File: src/rtl/uart_tx_mmio.sv
// uart_tx_mmio: store-bus byte FIFO feeding an 8N1 serial transmitter with a polled status word.
// Define UART_SIM_PRINT_EN to echo each dequeued byte with $write in simulation.
module uart_tx_mmio #(
  parameter int          CLK_DIV     = 868,
  parameter int          FIFO_DEPTH  = 8,
  parameter logic [31:0] DATA_ADDR   = 32'h1000_0000,
  parameter logic [31:0] STATUS_ADDR = 32'h1000_0004
) (
  input  logic        clka,
  input  logic        rst_n,
  input  logic [31:0] addra,
  input  logic [31:0] dina,
  input  logic        wea,
  output logic [31:0] rd_data,
  output logic        tx,
  output logic        busy
);
  localparam int AW = $clog2(FIFO_DEPTH);
  localparam int CW = $clog2(CLK_DIV);
  localparam logic [CW-1:0] CNT_LOAD = CW'(CLK_DIV - 1);
  localparam logic [AW:0] DEPTH = (AW + 1)'(FIFO_DEPTH);
  typedef enum logic [1:0] {IDLE, START, DATA, STOP} state_t;
  state_t state, state_d;
  logic [7:0] mem [FIFO_DEPTH];
  logic [AW-1:0] wr_ptr, rd_ptr;
  logic [AW:0] count;
  logic [CW-1:0] cnt, cnt_d;
  logic [2:0] bit_idx, bit_d;
  logic [7:0] shift, shift_d;
  logic tx_d, overflow, empty, full, tx_active, tick, push_req, push, pop, clr, unused;
  assign empty = count == '0;
  assign full = count == DEPTH;
  assign tick = cnt == '0;
  assign push_req = wea && addra == DATA_ADDR;
  assign clr = wea && addra == STATUS_ADDR && dina[3];
  // a pop in the same cycle frees the slot, so a push into a full FIFO still lands
  assign push = push_req && (!full || pop);
  assign unused = ^{dina[31:8], dina[2:0]};
  always_ff @(posedge clka) begin
    if (!rst_n) begin
      state <= IDLE;
      cnt <= '0;
      bit_idx <= '0;
      shift <= '0;
      tx <= 1'b1;
      wr_ptr <= '0;
      rd_ptr <= '0;
      count <= '0;
      overflow <= 1'b0;
    end else begin
      state <= state_d;
      cnt <= cnt_d;
      bit_idx <= bit_d;
      shift <= shift_d;
      tx <= tx_d;
      wr_ptr <= push ? wr_ptr + 1'b1 : wr_ptr;
      rd_ptr <= pop ? rd_ptr + 1'b1 : rd_ptr;
      count <= count + {{AW{1'b0}}, push} - {{AW{1'b0}}, pop};
      overflow <= (push_req && full && !pop) || (overflow && !clr);
    end
  end
  always_ff @(posedge clka) begin
    if (push) mem[wr_ptr] <= dina[7:0];
  end
  always_comb begin
    state_d = state;
    cnt_d = (state == IDLE) ? cnt : (tick ? CNT_LOAD : cnt - 1'b1);
    bit_d = bit_idx;
    shift_d = shift;
    tx_d = tx;
    pop = 1'b0;
    case (state)
      IDLE: pop = !empty;
      START: if (tick) begin
        state_d = DATA;
        tx_d = shift[0];
        bit_d = '0;
      end
      DATA: if (tick) begin
        state_d = (bit_idx == 3'd7) ? STOP : DATA;
        tx_d = (bit_idx == 3'd7) ? 1'b1 : shift[1];
        bit_d = bit_idx + 1'b1;
        shift_d = shift >> 1;
      end
      STOP: if (tick) begin
        pop = !empty;
        state_d = IDLE;
      end
      default: state_d = IDLE;
    endcase
    // dequeue from IDLE or straight out of STOP: load the byte and drive the start bit
    if (pop) begin
      state_d = START;
      shift_d = mem[rd_ptr];
      tx_d = 1'b0;
      cnt_d = CNT_LOAD;
    end
  end
  always_comb begin
    tx_active = state != IDLE;
    busy = tx_active | ~empty;
    rd_data = (addra == STATUS_ADDR) ? {28'b0, overflow, empty, full, tx_active} : '0;
  end
`ifdef UART_SIM_PRINT_EN
  always_ff @(posedge clka) begin
    if (rst_n && pop) $write("%c", mem[rd_ptr]);
  end
`else
`endif
endmodule

File: config.mk
export PLATFORM = sky130hd
export DESIGN_NAME = uart_tx_mmio
export DESIGN_NICKNAME = d
export VERILOG_FILES = /design/src/rtl/uart_tx_mmio.sv
export SDC_FILE = /design/constraint.sdc
export NUM_CORES = 1
export LEC_CHECK = 0
export CAP_MARGIN = 20
export CORE_MARGIN = 3
export CORE_UTILIZATION = 51
export DETAILED_ROUTE_END_ITERATION = 10
export HOLD_SLACK_MARGIN = 0.1
export PLACE_DENSITY = 0.79
export SLEW_MARGIN = 25
export SYNTH_ARGS = -nofsm -noshare
export SYNTH_HDL_FRONTEND = slang
export SYNTH_SLANG_ARGS = --single-unit
File: constraint.sdc
create_clock -name clka -period 3.4 [get_ports clka]
set_input_delay 0.68 -clock clka [delete_from_list [all_inputs] [get_ports clka]]
set_output_delay 0.68 -clock clka [all_outputs]
set_load 0.1 [all_outputs]
* Word level (Yosys, flattened, before mapping)
Memories as Yosys holds them, arrays and structs flattened. A register that Yosys moved wholly into a read port is not among the register bits.
Index checks and enable logic that the tools add are counted.
** Word-level totals
- Flip-flop bits (word level) :: 35
- Bits in latches :: 0
- RAM bits :: 64
- Memory bits (read-only) :: 0
- Input port bits :: 67
- Output and inout port bits :: 34
- Memories :: 1
** Operators by class
- Add/subtract/negate cells :: 6
- $mul :: 0
- Div/mod/pow operators :: 0
- $lt $le $gt $ge :: 0
- Eq/ne operators :: 14
- Shifts and indexed selects :: 0
- Mux-type cells :: 27
- Bitwise logic cells :: 3
- Reductions and logical operators :: 29
** Memories
- mem :: depth 8, width 8, rd ports 1, clocked after Yosys merged registers in 1, wr ports 1, line 24 : logic [7:0] mem [FIFO_DEPTH];
** Operators with widths (count)
- $eq A32 B29 Y1 const B :: 2
- $mux W10 :: 3
- $mux W8 :: 3
- $mux W3 :: 4
- $logic_not A10 Y1 :: 1
- $sub A10 B1 Y10 const B :: 1
- $add A3 B1 Y3 const B :: 3
- $mux W1 :: 9
- $ne A3 B3 Y1 const B :: 3
- $ne A2 B2 Y1 const B :: 4
- $reduce_and A4 Y1 :: 2
- $reduce_bool A2 Y1 :: 4
- $logic_and A1 B1 Y1 :: 7
- $mux W2 :: 3
- $pmux W2 S3 :: 1
- $pmux W3 S2 :: 1
- $reduce_and A3 Y1 :: 2
- $reduce_bool A3 Y1 :: 2
- $add A4 B1 Y4 :: 1
- $eq A2 B2 Y1 const B :: 2
- $eq A4 B4 Y1 const B :: 1
- $logic_not A1 Y1 :: 4
- $logic_not A4 Y1 :: 1
- $mux W4 :: 1
- 11 further kinds :: 14

* Depth between registers and ports, before layout
- Word-level depth :: 8
- Gate-level depth with buffers :: 15
- Mapped depth without buffers :: 14

* Worst setup path before layout
OpenSTA, ideal clock, no wires.
- Path type :: input-to-reg
- Start :: input port addra[5]
- End :: register count[2]
- Setup time :: 0.115 ns
- Data arrival time :: 2.805 ns
- Required time :: 3.285 ns
- Path slack :: 0.480 ns
- Stages on the path :: 12
- Cell sequence :: nor4_1 -> nand4_1 -> nor2_1 -> and3_1 -> buf_4 -> inv_2 -> ha_1 -> inv_1 -> ha_1 -> fa_1 -> xor2_1 -> and2_1
** On the way
- Cells in the longest elaborated chain, start to end :: 5
** RTL lines
- start: declaration :: line 11 : input logic [31:0] addra,
- $eq A32 B29 Y1 :: line 34 : assign push_req = wea && addra == DATA_ADDR;
- $logic_and A1 B1 Y1 :: line 34
- $logic_and A1 B1 Y1 :: line 37 : assign push = push_req && (!full || pop);
- $add A4 B1 Y4 :: line 58 : count <= count + {{AW{1'b0}}, push} - {{AW{1'b0}}, pop};
- $sub A4 B1 Y4 :: line 58
- end signal: assignment :: line 58
- end: declaration :: line 26 : logic [AW:0] count;
Every way passes these cells.
A chain may end at the register's enable or synchronous reset.

* Worst setup path after layout
- Start :: register state[0]
- End :: register count[2]
** On the way
- Cells in the longest elaborated chain, start to end :: 6
- Elaborated cells on any way between the ends :: 7
- Those cells by class :: add/sub (2); eq/ne (1); mux (1); reduce/logical (3)
** RTL lines
- start: declaration :: line 23 : state_t state, state_d;
- start signal: assignment :: line 51 : state <= state_d;
- $eq A2 B2 Y1 / $logic_not A2 Y1 (equally long branches) :: line 72 : case (state)
- $pmux W1 S2 (*) :: line 72
- $logic_or A1 B1 Y1 :: line 37
- $logic_and A1 B1 Y1 :: line 37
- $add A4 B1 Y4 :: line 58
- $sub A4 B1 Y4 (*) :: line 58
Mark *: on every way between the ends. The rest lies on a longest branch, timed or not.

==> out/qor.csv <==
stage;metric;value;unit
synth;asr flop ratio synth;0;%
grt;Total Routing Usage GR;17.72;%
grt;Congestion Overflow GR;0;
synth;EDFF count, synth;64;
drt;Vias/cell;5.374;
hold_path;Hold Path Depth;2;
sta;RSZ-0062 raised after global routing;no;
power;Pleak;2.016;nW
clock_network;H-tree levels;3;
clock_network;CTS tree;built;
cells_and_area;commonest non-fill, non-tap cell in the layout;edfxtp_1;
sta;Worst-Margin Slew;0.7583;ns
synth;Mapped Cells;370;
grt;pin count of the biggest net entering global routing;23;
synth;register area share after synthesis;56.93;%
clock_network;worst-case clock buffer depth;2;
sta;Tmin final;2.990;ns
hold_path;Hold Path End;rd_ptr[1];
power;Cell Pwr Density;674.8;mW/mm2
critical_path;Critical Path Sink Type;flop;
drt;Vias;2886;
critical_path;worst-case reg-to-reg path depth;12;
sta;Max Slew Vio Count;0;
critical_path;WP data arrival;3.24;ns
hold_path;Hold WC Path Type;reg2reg;
critical_path;Worst Path Required;3.65;ns
sta;Hold Fails Final Rpt;0;
placed_design;post-DP HPWL;6148;um
floorplan;Chip Width;102.1;um
clock_network;hold_buf cts;0;
sta;Max-slew headroom;49.29;%
flow_run;max-capacitance violation count;0;
clock_network;later-pin clock latency in the skew report;0.37;ns
synth;number of synthesized register bits;102;
cells_and_area;layout cells sized above 1;13.29;%
floorplan;Site Rows;34;
placed_design;GPL Wtd Cong;0.7904;
cells_and_area;nets;507;
critical_path;worst r2r src;state[0];
floorplan;IO Pins;101;
drt;initial DRC count;82;
cells_and_area;synth-to-layout area growth;15.45;%
cells_and_area;Multi-input gate area;0.001777;mm2
hold_path;hold_sp;rd_ptr[1];
floorplan;Die Span Y;102.1;um
sta;Setup-failing EPs final;0;
clock_network;post-CTS setup buffers;0;
clock_network;Clock transition at path regs;0.10;ns
drt;final WL;8713;um
cells_and_area;Inserted Diodes;0;
status;status;completed;
cells_and_area;Storage cell area;0.002683;mm2
drt;residual DRC count;0;
sta;fmax;334.4;MHz
grt;vias in the first global route;2837;
critical_path;Setup CP Type;reg2reg;
placed_design;Port Buf Inserts;48;
grt;initial antenna violation count;0;
clock_network;CTS sink cnt;102;
synth;Post-Syn Area per Cell;12.74;um2
floorplan;die area;0.01043;mm2
sta;clock skew;0.01954;ns
synth;Netlist cell types;47;
clock_network;root buf cell;clkbuf_8;
synth;mapped cell area;0.004712;mm2
critical_path;r2r setup slk;0.41;ns
critical_path;RR Endpoint;count[2];
synth;main flop type after synthesis;edfxtp_1;
critical_path;Worst setup SP type;flop;
floorplan;initial core utilization;53.25;%
synth;Yosys warnings;0;
sta;final worst-path cycle share;87.95;%
clock_network;CTS Buf Count;9;
floorplan;area of the core;0.008848;mm2
critical_path;CP Max Fanout;7;
clock_network;post_cts resized;0;
drt;WL/cell;16.23;um
drt;post-route ant nets;0;
cells_and_area;most frequent cells in the layout;edfxtp_1 (64), clkdlybuf4s50_1 (42), dfxtp_1 (38);
grt;first-pass GRT wire length;14030;um
drt;DR pass1 iterations;4;
sta;total negative slack;0;ns
cells_and_area;post-layout util;61.48;%
power;Peak VDD IR;0.3551;mV
cells_and_area;total of fill cells in the finished design;686;
## where the power goes
| part | total, mW | switching, mW | leakage [nW] | internal, mW |
|---|---|---|---|---|
| registers | 1.58 | 0.119 | 0.887 | 1.46 |
| clock network | 0.725 | 0.442 | 0.0949 | 0.283 |
| logic | 1.37 | 0.821 | 1.03 | 0.551 |
## worst max-delay path, cell delays in order, from the launching register on
cell,delay [ns]
dfxtp_1,0.40
inv_1,0.09
ha_1,0.31
or2_2,0.35
o21ai_1,0.22
and3_1,0.23
inv_2,0.09
ha_1,0.28
inv_1,0.04
ha_1,0.20
fa_1,0.38
xor2_1,0.16
and2_1,0.14
## synth_stat cells, types with 3 or more instances
master / instances / share of area, %
a21boi_1: 3 / 0.48
a21oi_1: 6 / 0.64
a31oi_1: 3 / 0.40
and2_1: 6 / 0.80
and3_1: 15 / 2.0
buf_2: 3 / 0.32
buf_4: 29 / 4.6
buf_6: 3 / 0.72
clkbuf_1: 7 / 0.56
dfxtp_1: 38 / 16
edfxtp_1: 64 / 41
ha_1: 15 / 4.0
inv_1: 12 / 0.96
mux2i_1: 14 / 3.0
mux4_2: 16 / 7.6
nand2_1: 29 / 2.3
nand3_1: 15 / 1.6
nand4_1: 4 / 0.53
nor2_1: 11 / 0.88
nor2b_1: 6 / 0.80
nor3_1: 7 / 0.74
nor3b_1: 4 / 0.64
nor4_1: 11 / 1.5
o21a_1: 5 / 0.80
o21ai_0: 7 / 0.74
or2_2: 4 / 0.53
xnor2_1: 4 / 0.74
xor2_1: 5 / 0.93
## registers in the layout, summed over array words and instances, names as in the netlist, named ones only
name and cells:
tx 1, mem 64, count 4, wr_ptr 3
bit_idx 3, rd_ptr 3, shift 8, state 2
overflow 1, cnt 10
## layout make-up
class                           instances  area share, %
Tap cell                              108          2.484
Clock inverter                          7          1.219
Inverter                               14          1.058
Multi-Input combinational cell        238          32.66
Clock buffer                            9          2.277
Timing Repair Buffer                   59          10.99
Sequential cell                       102          49.31
## per-layer routing
metal / vias to the layer above / track usage [%] / share of wire, %
met4: 0 / 5.348 / 0.85
met3: 9 / 3.549 / 3.6
li1: 1408 / - / -
met2: 67 / 31.73 / 53
met5: - / 0 / 0
met1: 1402 / 21.63 / 42
## cells by family after synthesis
kind of cell	share of synthesized area [%]
mux	10.62
xor+xnor	1.673
compound gates	4.913
buf+inv	7.514
other cells	0.07958
flops	56.93
fa+ha+maj	4.408
simple gates	13.86
## metrics by stage
step	total power, mW	cell area (um2)	setup slack, ns	instances	hold WS (ns)
after floorplan	2.764	4813	0.4803	397	0.4509
after global placement	2.927	5250	0.1221	521	0.4641
after detailed placement	2.976	5250	0.09487	521	0.4695
after CTS	3.702	5440	0.4024	537	0.4887
after global routing	3.918	5440	0.2155	537	0.5099
final	3.671	5440	0.4096	537	0.4872
## how the worst max path moves through the flow
stage,from,to,slack (ns),cells after the start
final,state[0],count[2],0.41,12
after floorplan,addra[5],count[2],0.48,12
after global placement,addra[17],count[2],0.12,12
after CTS,state[0],count[2],0.40,12
after global routing,cnt[0],count[2],0.22,13
after detailed placement,addra[17],count[2],0.09,12
Power figures use the tool's default switching activity.
